**src/rtl/hazard_pkg.sv**
```systemverilog
// hazard_pkg: shared state encoding, forwarding select codes and control bundle
// for the mMIPS hazard/forwarding unit.
`default_nettype none

package hazard_pkg;

    typedef enum logic [1:0] {
        ST_IDLE     = 2'd0,
        ST_RUN      = 2'd1,
        ST_LU_STALL = 2'd2,
        ST_BR_FLUSH = 2'd3
    } hz_state_t;

    localparam logic [1:0] FWD_RF  = 2'd0;
    localparam logic [1:0] FWD_EX  = 2'd1;
    localparam logic [1:0] FWD_MEM = 2'd2;
    localparam logic [1:0] FWD_WB  = 2'd3;

    typedef struct packed {
        logic pc_write;
        logic ifid_write;
        logic idex_bubble;
        logic pipe_en;
        logic imem_en;
    } hz_ctrl_t;

    localparam hz_ctrl_t CTRL_OFF = '{pc_write: 1'b0, ifid_write: 1'b0, idex_bubble: 1'b1,
                                      pipe_en: 1'b0, imem_en: 1'b0};
    localparam hz_ctrl_t CTRL_RUN = '{pc_write: 1'b1, ifid_write: 1'b1, idex_bubble: 1'b0,
                                      pipe_en: 1'b1, imem_en: 1'b1};
    localparam hz_ctrl_t CTRL_LU  = '{pc_write: 1'b0, ifid_write: 1'b0, idex_bubble: 1'b1,
                                      pipe_en: 1'b1, imem_en: 1'b0};
    // Branch bubbles keep fetching so the target is prefetched during the flush.
    localparam hz_ctrl_t CTRL_BR  = '{pc_write: 1'b1, ifid_write: 1'b0, idex_bubble: 1'b1,
                                      pipe_en: 1'b1, imem_en: 1'b1};

endpackage

`default_nettype wire

```
**src/rtl/hazard_fwd_unit_fwd_port_sel.sv**
```systemverilog
// fwd_port_sel: priority forwarding select (EX > MEM > WB > regfile) and
// load-use flag for one decode-stage source port.
`default_nettype none

module fwd_port_sel
    import hazard_pkg::*;
#(
    parameter int RB = 5
) (
    input  logic [RB-1:0] rs,
    input  logic          used,
    input  logic          idex_regwrite,
    input  logic          idex_memread,
    input  logic [RB-1:0] idex_wreg,
    input  logic          exmem_regwrite,
    input  logic [RB-1:0] exmem_wreg,
    input  logic          memwb_regwrite,
    input  logic [RB-1:0] memwb_wreg,
    output logic [1:0]    sel,
    output logic          load_use
);

    logic ex_hit;
    logic mem_hit;
    logic wb_hit;

    // Register 0 is hardwired zero and never produces a match.
    assign ex_hit  = idex_regwrite  && (idex_wreg  == rs) && (idex_wreg  != '0);
    assign mem_hit = exmem_regwrite && (exmem_wreg == rs) && (exmem_wreg != '0);
    assign wb_hit  = memwb_regwrite && (memwb_wreg == rs) && (memwb_wreg != '0);

    always_comb begin
        sel = FWD_RF;
        if (used) begin
            if (ex_hit)       sel = FWD_EX;
            else if (mem_hit) sel = FWD_MEM;
            else if (wb_hit)  sel = FWD_WB;
        end
    end

    assign load_use = used && ex_hit && idex_memread;

endmodule

`default_nettype wire

```
**src/rtl/hazard_fwd_unit.sv**
```systemverilog
// hazard_fwd_unit: per-port forwarding select, load-use stall and branch flush
// sequencing for mMIPS. Optional perf counters under `HAZARD_PERF_CNT_EN`.
`default_nettype none

module hazard_fwd_unit
    import hazard_pkg::*;
#(
    parameter int RB         = 5,
    parameter int NRD        = 2,
    parameter int BR_BUBBLES = 1,
    parameter int CNT_W      = 32
) (
    input  logic              clk,
    input  logic              rst,
    input  logic              enable,
    input  logic [NRD*RB-1:0] id_rs,
    input  logic [NRD-1:0]    id_rs_used,
    input  logic              id_branch,
    input  logic              idex_regwrite,
    input  logic              idex_memread,
    input  logic [RB-1:0]     idex_wreg,
    input  logic              exmem_regwrite,
    input  logic              exmem_memread,
    input  logic [RB-1:0]     exmem_wreg,
    input  logic              memwb_regwrite,
    input  logic [RB-1:0]     memwb_wreg,
    input  logic              dmem_wait,
    input  logic              imem_wait,
    output logic              pc_write,
    output logic              ifid_write,
    output logic              idex_bubble,
    output logic              pipe_en,
    output logic              imem_en,
    output logic [2*NRD-1:0]  fwd_sel
`ifdef HAZARD_PERF_CNT_EN
    ,
    output logic [CNT_W-1:0]  stall_cnt,
    output logic [CNT_W-1:0]  flush_cnt
`endif
);

    localparam logic [2:0] BR_LOAD  = 3'(BR_BUBBLES - 1);
    localparam logic       BR_MULTI = (BR_BUBBLES > 1);

    hz_state_t        state;
    hz_state_t        state_nxt;
    logic [2:0]       br_cnt;
    logic [2:0]       br_cnt_nxt;
    logic [2*NRD-1:0] raw_sel;
    logic [NRD-1:0]   lu_port;
    logic             conflict;
    logic             wait_any;
    logic             lu_bubble;
    logic             br_bubble;
    hz_ctrl_t         ctrl;

    // EX/MEM loads are served from MEM data, so their load flag never matters here.
    logic unused_exmem_memread;
    assign unused_exmem_memread = exmem_memread;

    for (genvar k = 0; k < NRD; k++) begin : g_port
        fwd_port_sel #(
            .RB(RB)
        ) u_sel (
            .rs             (id_rs[k*RB +: RB]),
            .used           (id_rs_used[k]),
            .idex_regwrite  (idex_regwrite),
            .idex_memread   (idex_memread),
            .idex_wreg      (idex_wreg),
            .exmem_regwrite (exmem_regwrite),
            .exmem_wreg     (exmem_wreg),
            .memwb_regwrite (memwb_regwrite),
            .memwb_wreg     (memwb_wreg),
            .sel            (raw_sel[k*2 +: 2]),
            .load_use       (lu_port[k])
        );
    end

    assign conflict = |lu_port;
    assign wait_any = dmem_wait | imem_wait;
    assign fwd_sel  = (state == ST_IDLE) ? '0 : raw_sel;

    always_ff @(posedge clk or posedge rst) begin
        if (rst) begin
            state  <= ST_IDLE;
            br_cnt <= '0;
        end else begin
            state  <= state_nxt;
            br_cnt <= br_cnt_nxt;
        end
    end

    // The detect cycle is the first branch bubble, so BR_FLUSH covers the
    // remaining BR_BUBBLES-1 cycles and leaves once the counter reaches 1.
    always_comb begin
        state_nxt  = state;
        br_cnt_nxt = br_cnt;
        if (enable && !wait_any) begin
            case (state)
                ST_IDLE: state_nxt = ST_RUN;
                ST_RUN: begin
                    if (conflict) begin
                        state_nxt = ST_LU_STALL;
                    end else if (id_branch && BR_MULTI) begin
                        state_nxt  = ST_BR_FLUSH;
                        br_cnt_nxt = BR_LOAD;
                    end
                end
                ST_LU_STALL: begin
                    if (!conflict && id_branch && BR_MULTI) begin
                        state_nxt  = ST_BR_FLUSH;
                        br_cnt_nxt = BR_LOAD;
                    end else begin
                        state_nxt = ST_RUN;
                    end
                end
                ST_BR_FLUSH: begin
                    if (br_cnt <= 3'd1) begin
                        state_nxt  = ST_RUN;
                        br_cnt_nxt = '0;
                    end else begin
                        br_cnt_nxt = br_cnt - 3'd1;
                    end
                end
                default: state_nxt = ST_IDLE;
            endcase
        end
    end

    // LU_STALL evaluates like RUN: the single load-use bubble was the detect
    // cycle, and a stall is only repeated if a conflict is still visible.
    always_comb begin
        ctrl      = CTRL_OFF;
        lu_bubble = 1'b0;
        br_bubble = 1'b0;
        if (!enable) begin
            ctrl = CTRL_OFF;
        end else if (wait_any) begin
            ctrl         = CTRL_OFF;
            ctrl.imem_en = !dmem_wait;
        end else begin
            case (state)
                ST_RUN, ST_LU_STALL: begin
                    if (conflict) begin
                        ctrl      = CTRL_LU;
                        lu_bubble = 1'b1;
                    end else if (id_branch) begin
                        ctrl      = CTRL_BR;
                        br_bubble = 1'b1;
                    end else begin
                        ctrl = CTRL_RUN;
                    end
                end
                ST_BR_FLUSH: begin
                    ctrl      = CTRL_BR;
                    br_bubble = 1'b1;
                end
                default: ctrl = CTRL_OFF;
            endcase
        end
    end

    assign pc_write    = ctrl.pc_write;
    assign ifid_write  = ctrl.ifid_write;
    assign idex_bubble = ctrl.idex_bubble;
    assign pipe_en     = ctrl.pipe_en;
    assign imem_en     = ctrl.imem_en;

`ifdef HAZARD_PERF_CNT_EN
    always_ff @(posedge clk or posedge rst) begin
        if (rst) begin
            stall_cnt <= '0;
            flush_cnt <= '0;
        end else begin
            if (lu_bubble) stall_cnt <= stall_cnt + CNT_W'(1);
            if (br_bubble) flush_cnt <= flush_cnt + CNT_W'(1);
        end
    end
`else
    logic unused_perf;
    assign unused_perf = lu_bubble ^ br_bubble;
`endif

endmodule

`default_nettype wire
```
**config.mk**
```make
export PLATFORM = sky130hd
export DESIGN_NAME = hazard_fwd_unit
export DESIGN_NICKNAME = d
export VERILOG_FILES = /design/src/rtl/hazard_pkg.sv /design/src/rtl/hazard_fwd_unit_fwd_port_sel.sv /design/src/rtl/hazard_fwd_unit.sv
export SDC_FILE = /design/constraint.sdc
export NUM_CORES = 1
export LEC_CHECK = 0
export ABC_AREA = 1
export CAP_MARGIN = 15
export CORE_ASPECT_RATIO = 1.75
export CORE_UTILIZATION = 41
export CTS_CLUSTER_SIZE = 25
export DETAILED_ROUTE_END_ITERATION = 6
export PLACE_DENSITY = 0.8
export SYNTH_ARGS = -nofsm -noshare
export SYNTH_HDL_FRONTEND = slang
export SYNTH_SLANG_ARGS = --single-unit
```
**constraint.sdc**
```tcl
create_clock -name clk -period 1.5 [get_ports clk]
set_input_delay 0.3 -clock clk [delete_from_list [all_inputs] [get_ports clk]]
set_output_delay 0.3 -clock clk [all_outputs]
set_load 0.005 [all_outputs]
```
==> results of run 1 <==
synth_stat cells:
| library cell | instances |
|---|---|
| dfrtp_1 | 5 |
| o21ai_0 | 7 |
| nand3_2 | 3 |
| inv_2 | 6 |
| clkinv_1 | 1 |
| nor2_2 | 5 |
| o22ai_1 | 4 |
| nand2_2 | 1 |
| nor3_1 | 5 |
| or2_2 | 1 |
| ha_1 | 7 |
| and3_1 | 1 |
| nand4_1 | 1 |
| inv_1 | 31 |
| nor4_1 | 1 |
| xnor2_1 | 5 |
| nand3_1 | 12 |
| xor2_1 | 6 |
| nand4_2 | 2 |
| nand2_1 | 45 |
| o211ai_1 | 2 |
| o2111ai_1 | 2 |
| a21oi_1 | 6 |
| a21boi_0 | 1 |
| o21ai_1 | 2 |
| nor2_1 | 10 |
cell families after synthesis:
logic type	Yosys count
fa+ha+maj	7
simple gates	87
compound gates	24
buf+inv	38
flops	5
xor+xnor	11
through the flow:
| stage | std cells | util, % | area, sq um | worst slack (ns) | TNS, ns |
|---|---|---|---|---|---|
| floorplan | 172 | - | 1001 | 0.1277 | 0 |
| global placement | 259 | 69.95 | 1610 | -1.061 | -9.190 |
| detailed placement | 259 | 69.95 | 1610 | -1.049 | -9.417 |
| CTS | 278 | 83.32 | 1918 | -0.1772 | -1.125 |
layer usage:
layer,overflow,global-route usage (%)
met4,8,80.17
met5,0,0
met2,4,89.79
met1,0,61.63
met3,2,46.71
what timing repair did:
item,CTS
endpoints found under the hold margin,0
pin swaps,46
buffers inserted,19
endpoints found under the setup margin,11
gates resized for setup,244
==> results.toml, run 1 <==
[run_status]
status = "did not finish"
lastStage = "global routing (5_1_grt)"
stop_error = "[ERROR GRT-0232] Routing congestion too high. Check the congestion heatmap in the GUI."

[yosys]
synth_fa_ha_area_share_pct = 8.750
synth_area_leaders = "nand2_1 17%, dfrtp_1 13%, inv_1 12%, ha_1 8.8%, nand3_1 6.0%"
syn_inst = 172
synth_top_area_share_pct = 16.88
syn_nets = 217
synth-xor-area-share_pct = 9.625
ys_types = 26
synth_compound_area_share_pct = 14.00
yosys.area_share.simple_pct = 40.88
synth_area_sq_um = 1001
muxShareOfSynthArea_pct = 0
synth_top_family_by_area = "simple AND/OR/NAND/NOR gates"
ys_seq_area_share_pct = 12.50
synth.avg_cell_area_sq_um = 5.820
yosys.area.top_type = "nand2_1"
ys_seq_elements = 5
yosysWarnings = 0

[timing]
worstEndpointType = "top-level output"
crit_endpoint = "fwd_sel[2]"

[global_routing]
grt_util_all_layers_pct = 68.63
grt-ovfl-total = 14
grt_max_degree = 7

[floorplanning]
io_pins = 47
die_h_microns = 67.37
num_rows = 23
die_w_microns = 39.35
initial_utilization_pct = 43.48

[clock_network]
cts_root_buf = "clkbuf_8"
h-tree-depth = 1
cts_num_sinks = 5
clk_path_buf_depth = 2
cts_hold_buf = 0
cts_buffers = 3

[placement]
portBuffers = 45
hpwl_microns = 2735
place_congestion = 0.7545
==> inputs of run 2 (changes only) <==
--- a/config.mk
+++ b/config.mk
@@ -7,11 +7,10 @@
 export LEC_CHECK = 0
 export ABC_AREA = 1
 export CAP_MARGIN = 15
-export CORE_ASPECT_RATIO = 1.75
-export CORE_UTILIZATION = 41
-export CTS_CLUSTER_SIZE = 25
+export CORE_AREA = 2 2 63 65
 export DETAILED_ROUTE_END_ITERATION = 6
-export PLACE_DENSITY = 0.8
+export DIE_AREA = 0 0 65 67
+export PLACE_DENSITY_LB_ADDON = 0.15
 export SYNTH_ARGS = -nofsm -noshare
 export SYNTH_HDL_FRONTEND = slang
 export SYNTH_SLANG_ARGS = --single-unit
==> results.toml, run 2 <==
[final_layout]
largest_reg_flops = 3
top_register = "br_cnt"
final_cell_mix = "25 x nand2_1, 23 x buf_6, 23 x buf_4"
top_regs = "br_cnt x3, state x2"
final_area_sq_um = 2182
fin_nets = 298
final_common_cell = "nand2_1"
area.growth.synth_to_final_pct = 118.0
drive_gt1_share_pct = 59.92
final_util_pct = 60.51
diodes = 0

[placement]
place_congestion = 0.8272
portBuffers = 45
hpwl_microns = 2505
dp_slack_ns = -1.050
place_area_sq_um = 1677

[timing]
report.final.slew_viol_count = 0
slew_headroom_pct = 79.93
worst_slew_pin_slew_ns = 0.2997
hold_viol = 0
max_freq_ghz = 0.6010
fin_ws_ns = -0.1640
timing.final.crit_period_ns = 1.664
timing.final.crit_share_pct = 110.9
setup_viol = 8
rsz0062_at_grt = "yes"
skew_ns = 0.004519

[setup_path]
critPathKind = "input port to output pin"
slowest_delay_ns = 0.15
crit_family = "simple AND/OR/NAND/NOR gates"
r2r-start = "state[0]"
r2r_end = "br_cnt[0]"
crit_slowest_cell = "nor2_4"
required_ns = 1.20
worst_ep_arrival_time_ns = 1.36
crit_path_end_kind = "output pin"
crit_top_cell = "nand2_2"
r2r_slack_ns = 0.20
path_max_fanout = 3
path_cells = "buf_6, buf_6, nand2_2, nand3_2, nor2_4, nand4_4, nand3_4, nand2_2, nand2_2, a21oi_2, buf_2"
critPathLaunchType = "input port"
cp.buffers_inverters = 3
worst_r2r_path_depth = 8

[run_status]
status = "finished, violations left"
violations = "negative setup slack"

[global_routing]
grt_pass1_vias = 1397
grt_pass1_wl_microns = 5823
grt_util_all_layers_pct = 16.95
grt_max_degree = 7
grt-ovfl-total = 0
antenna_found_initial = 0

[detailed_routing]
via_per_inst = 4.543
top_layer_used = "met4"
antenna_left = 0
wl_met1_microns = 1351
first_iter_violations = 37
wire_per_inst_microns = 12.09
route.detailed.drc = 0
firstDrtPassIters = 4
vias = 1363
wl_met2_microns = 2111
wl_met3_microns = 93
wl_microns = 3628

[clock_network]
cts_hold_buf = 0
cts_tree = "done"
cts_root_buf = "clkbuf_8"
path_clk_slew_ns = 0.04
cts_buffers = 3
h-tree-depth = 1
clk_path_buf_depth = 2
clk_latency_ns = 0.23
cts_num_sinks = 5

[yosys]
ys_types = 26
ys_async_sr_fraction_pct = 100.0
synth_area_sq_um = 1001
ys_seq_elements = 5
synth_area_leaders = "nand2_1 17%, dfrtp_1 13%, inv_1 12%, ha_1 8.8%, nand3_1 6.0%"
yosys.area.top_type = "nand2_1"
ys_seq_area_share_pct = 12.50
synth.avg_cell_area_sq_um = 5.820
syn_nets = 217
synth_edf_count = 0
yosysWarnings = 0
synth_top_area_share_pct = 16.88
ys_top_cells_by_count = "45 x nand2_1, 31 x inv_1, 12 x nand3_1, 10 x nor2_1"
syn_inst = 172
yosysMostFrequentCell = "nand2_1"
synthFlopType = "dfrtp_1"

[power_and_ir_drop]
power_leakage_nw = 1.075
finalPower_mw = 1.747
vdd_drop_max_uv = 303.7
cellPowerDensity_nw_per_um2 = 800.5

[worst_hold_path]
hold_path_class = "input port to asynchronous set/reset pin"

[job]
max_cap_viol_count = 0

[floorplanning]
dieArea_sq_um = 4355
num_rows = 22
fp.coreArea_sq_um = 3606
initial_utilization_pct = 27.76
io_pins = 47
die_h_microns = 67
die_w_microns = 65
-- run 2: metrics by stage --
| step | hold WS [ns] | setup TNS [ns] | cells |
|---|---|---|---|
| 5_1_grt | 0.3060 | -1.663 | 300 |
| 2_1_floorplan | 0.07852 | 0 | 172 |
| 3_3_place_gp | 0.5200 | -9.023 | 287 |
| 6_report | 0.2780 | -0.9886 | 300 |
| 3_5_place_dp | 0.5258 | -9.015 | 287 |
| 4_1_cts | 0.2886 | -0.9525 | 299 |
-- run 2: what timing repair did --
action / 4_1_cts / 5_1_grt
resized for setup: 235 / 65
pin swaps: 45 / 43
setup buffers: 12 / 3
hold endpoints to repair: 0 / 0
endpoints found under the setup margin: 11 / 11
-- run 2: final cells by class --
cell class                      count  area, sq um
Clock buffer                        4        45.04
Fill cell                         310         1424
Inverter                           38        170.2
Multi-Input combinational cell    129         1084
Sequential cell                     5        125.1
Tap cell                           48        60.06
Timing Repair Buffer               76        698.2
-- run 2: routing by layer --
metal | track usage, % | vias up
met5 | 0 | -
met4 | 6.383 | 0
met3 | 1.520 | 6
met2 | 33.63 | 28
met1 | 18.35 | 619
li1 | - | 710
-- run 2: how the worst max path moves through the flow --
stage / start / endpoint / slack, ns / depth (start not counted)
global placement: id_rs[9] / fwd_sel[2] / -1.08 / 8
CTS: state[0] / imem_en / -0.18 / 7
finish: idex_wreg[0] / imem_en / -0.16 / 11
global route: state[0] / imem_en / -0.25 / 7
detailed placement: id_rs[5] / fwd_sel[2] / -1.05 / 8
floorplan: idex_wreg[3] / imem_en / 0.13 / 9
-- run 2: power breakdown --
group / leakage, nW / switching (mW) / total [mW] / internal, mW
logic: 0.994 / 0.601 / 1.24 / 0.643
registers: 0.0582 / 0.0456 / 0.247 / 0.201
clock network: 0.0228 / 0.0731 / 0.256 / 0.183
-- run 2: kinds of logic (layout without fill, tap and decap cells) --
kind of cell	Yosys count	count (layout)	synth area share, %
compound gates	24	24	14.00
xor+xnor	11	11	9.625
fa+ha+maj	7	7	8.750
buf+inv	38	118	14.25
flops	5	5	12.50
simple gates	87	87	40.88
-- run 2: worst register-to-register path, cell delays in order (launching register included) --
cell and delay [ns]:
dfrtp_1 0.38, buf_4 0.14, buf_6 0.12, ha_4 0.16
inv_4 0.06, nor2_1 0.04, buf_4 0.14, nand3_1 0.06
o21ai_0 0.08
(Power assumes the default switching activity.)
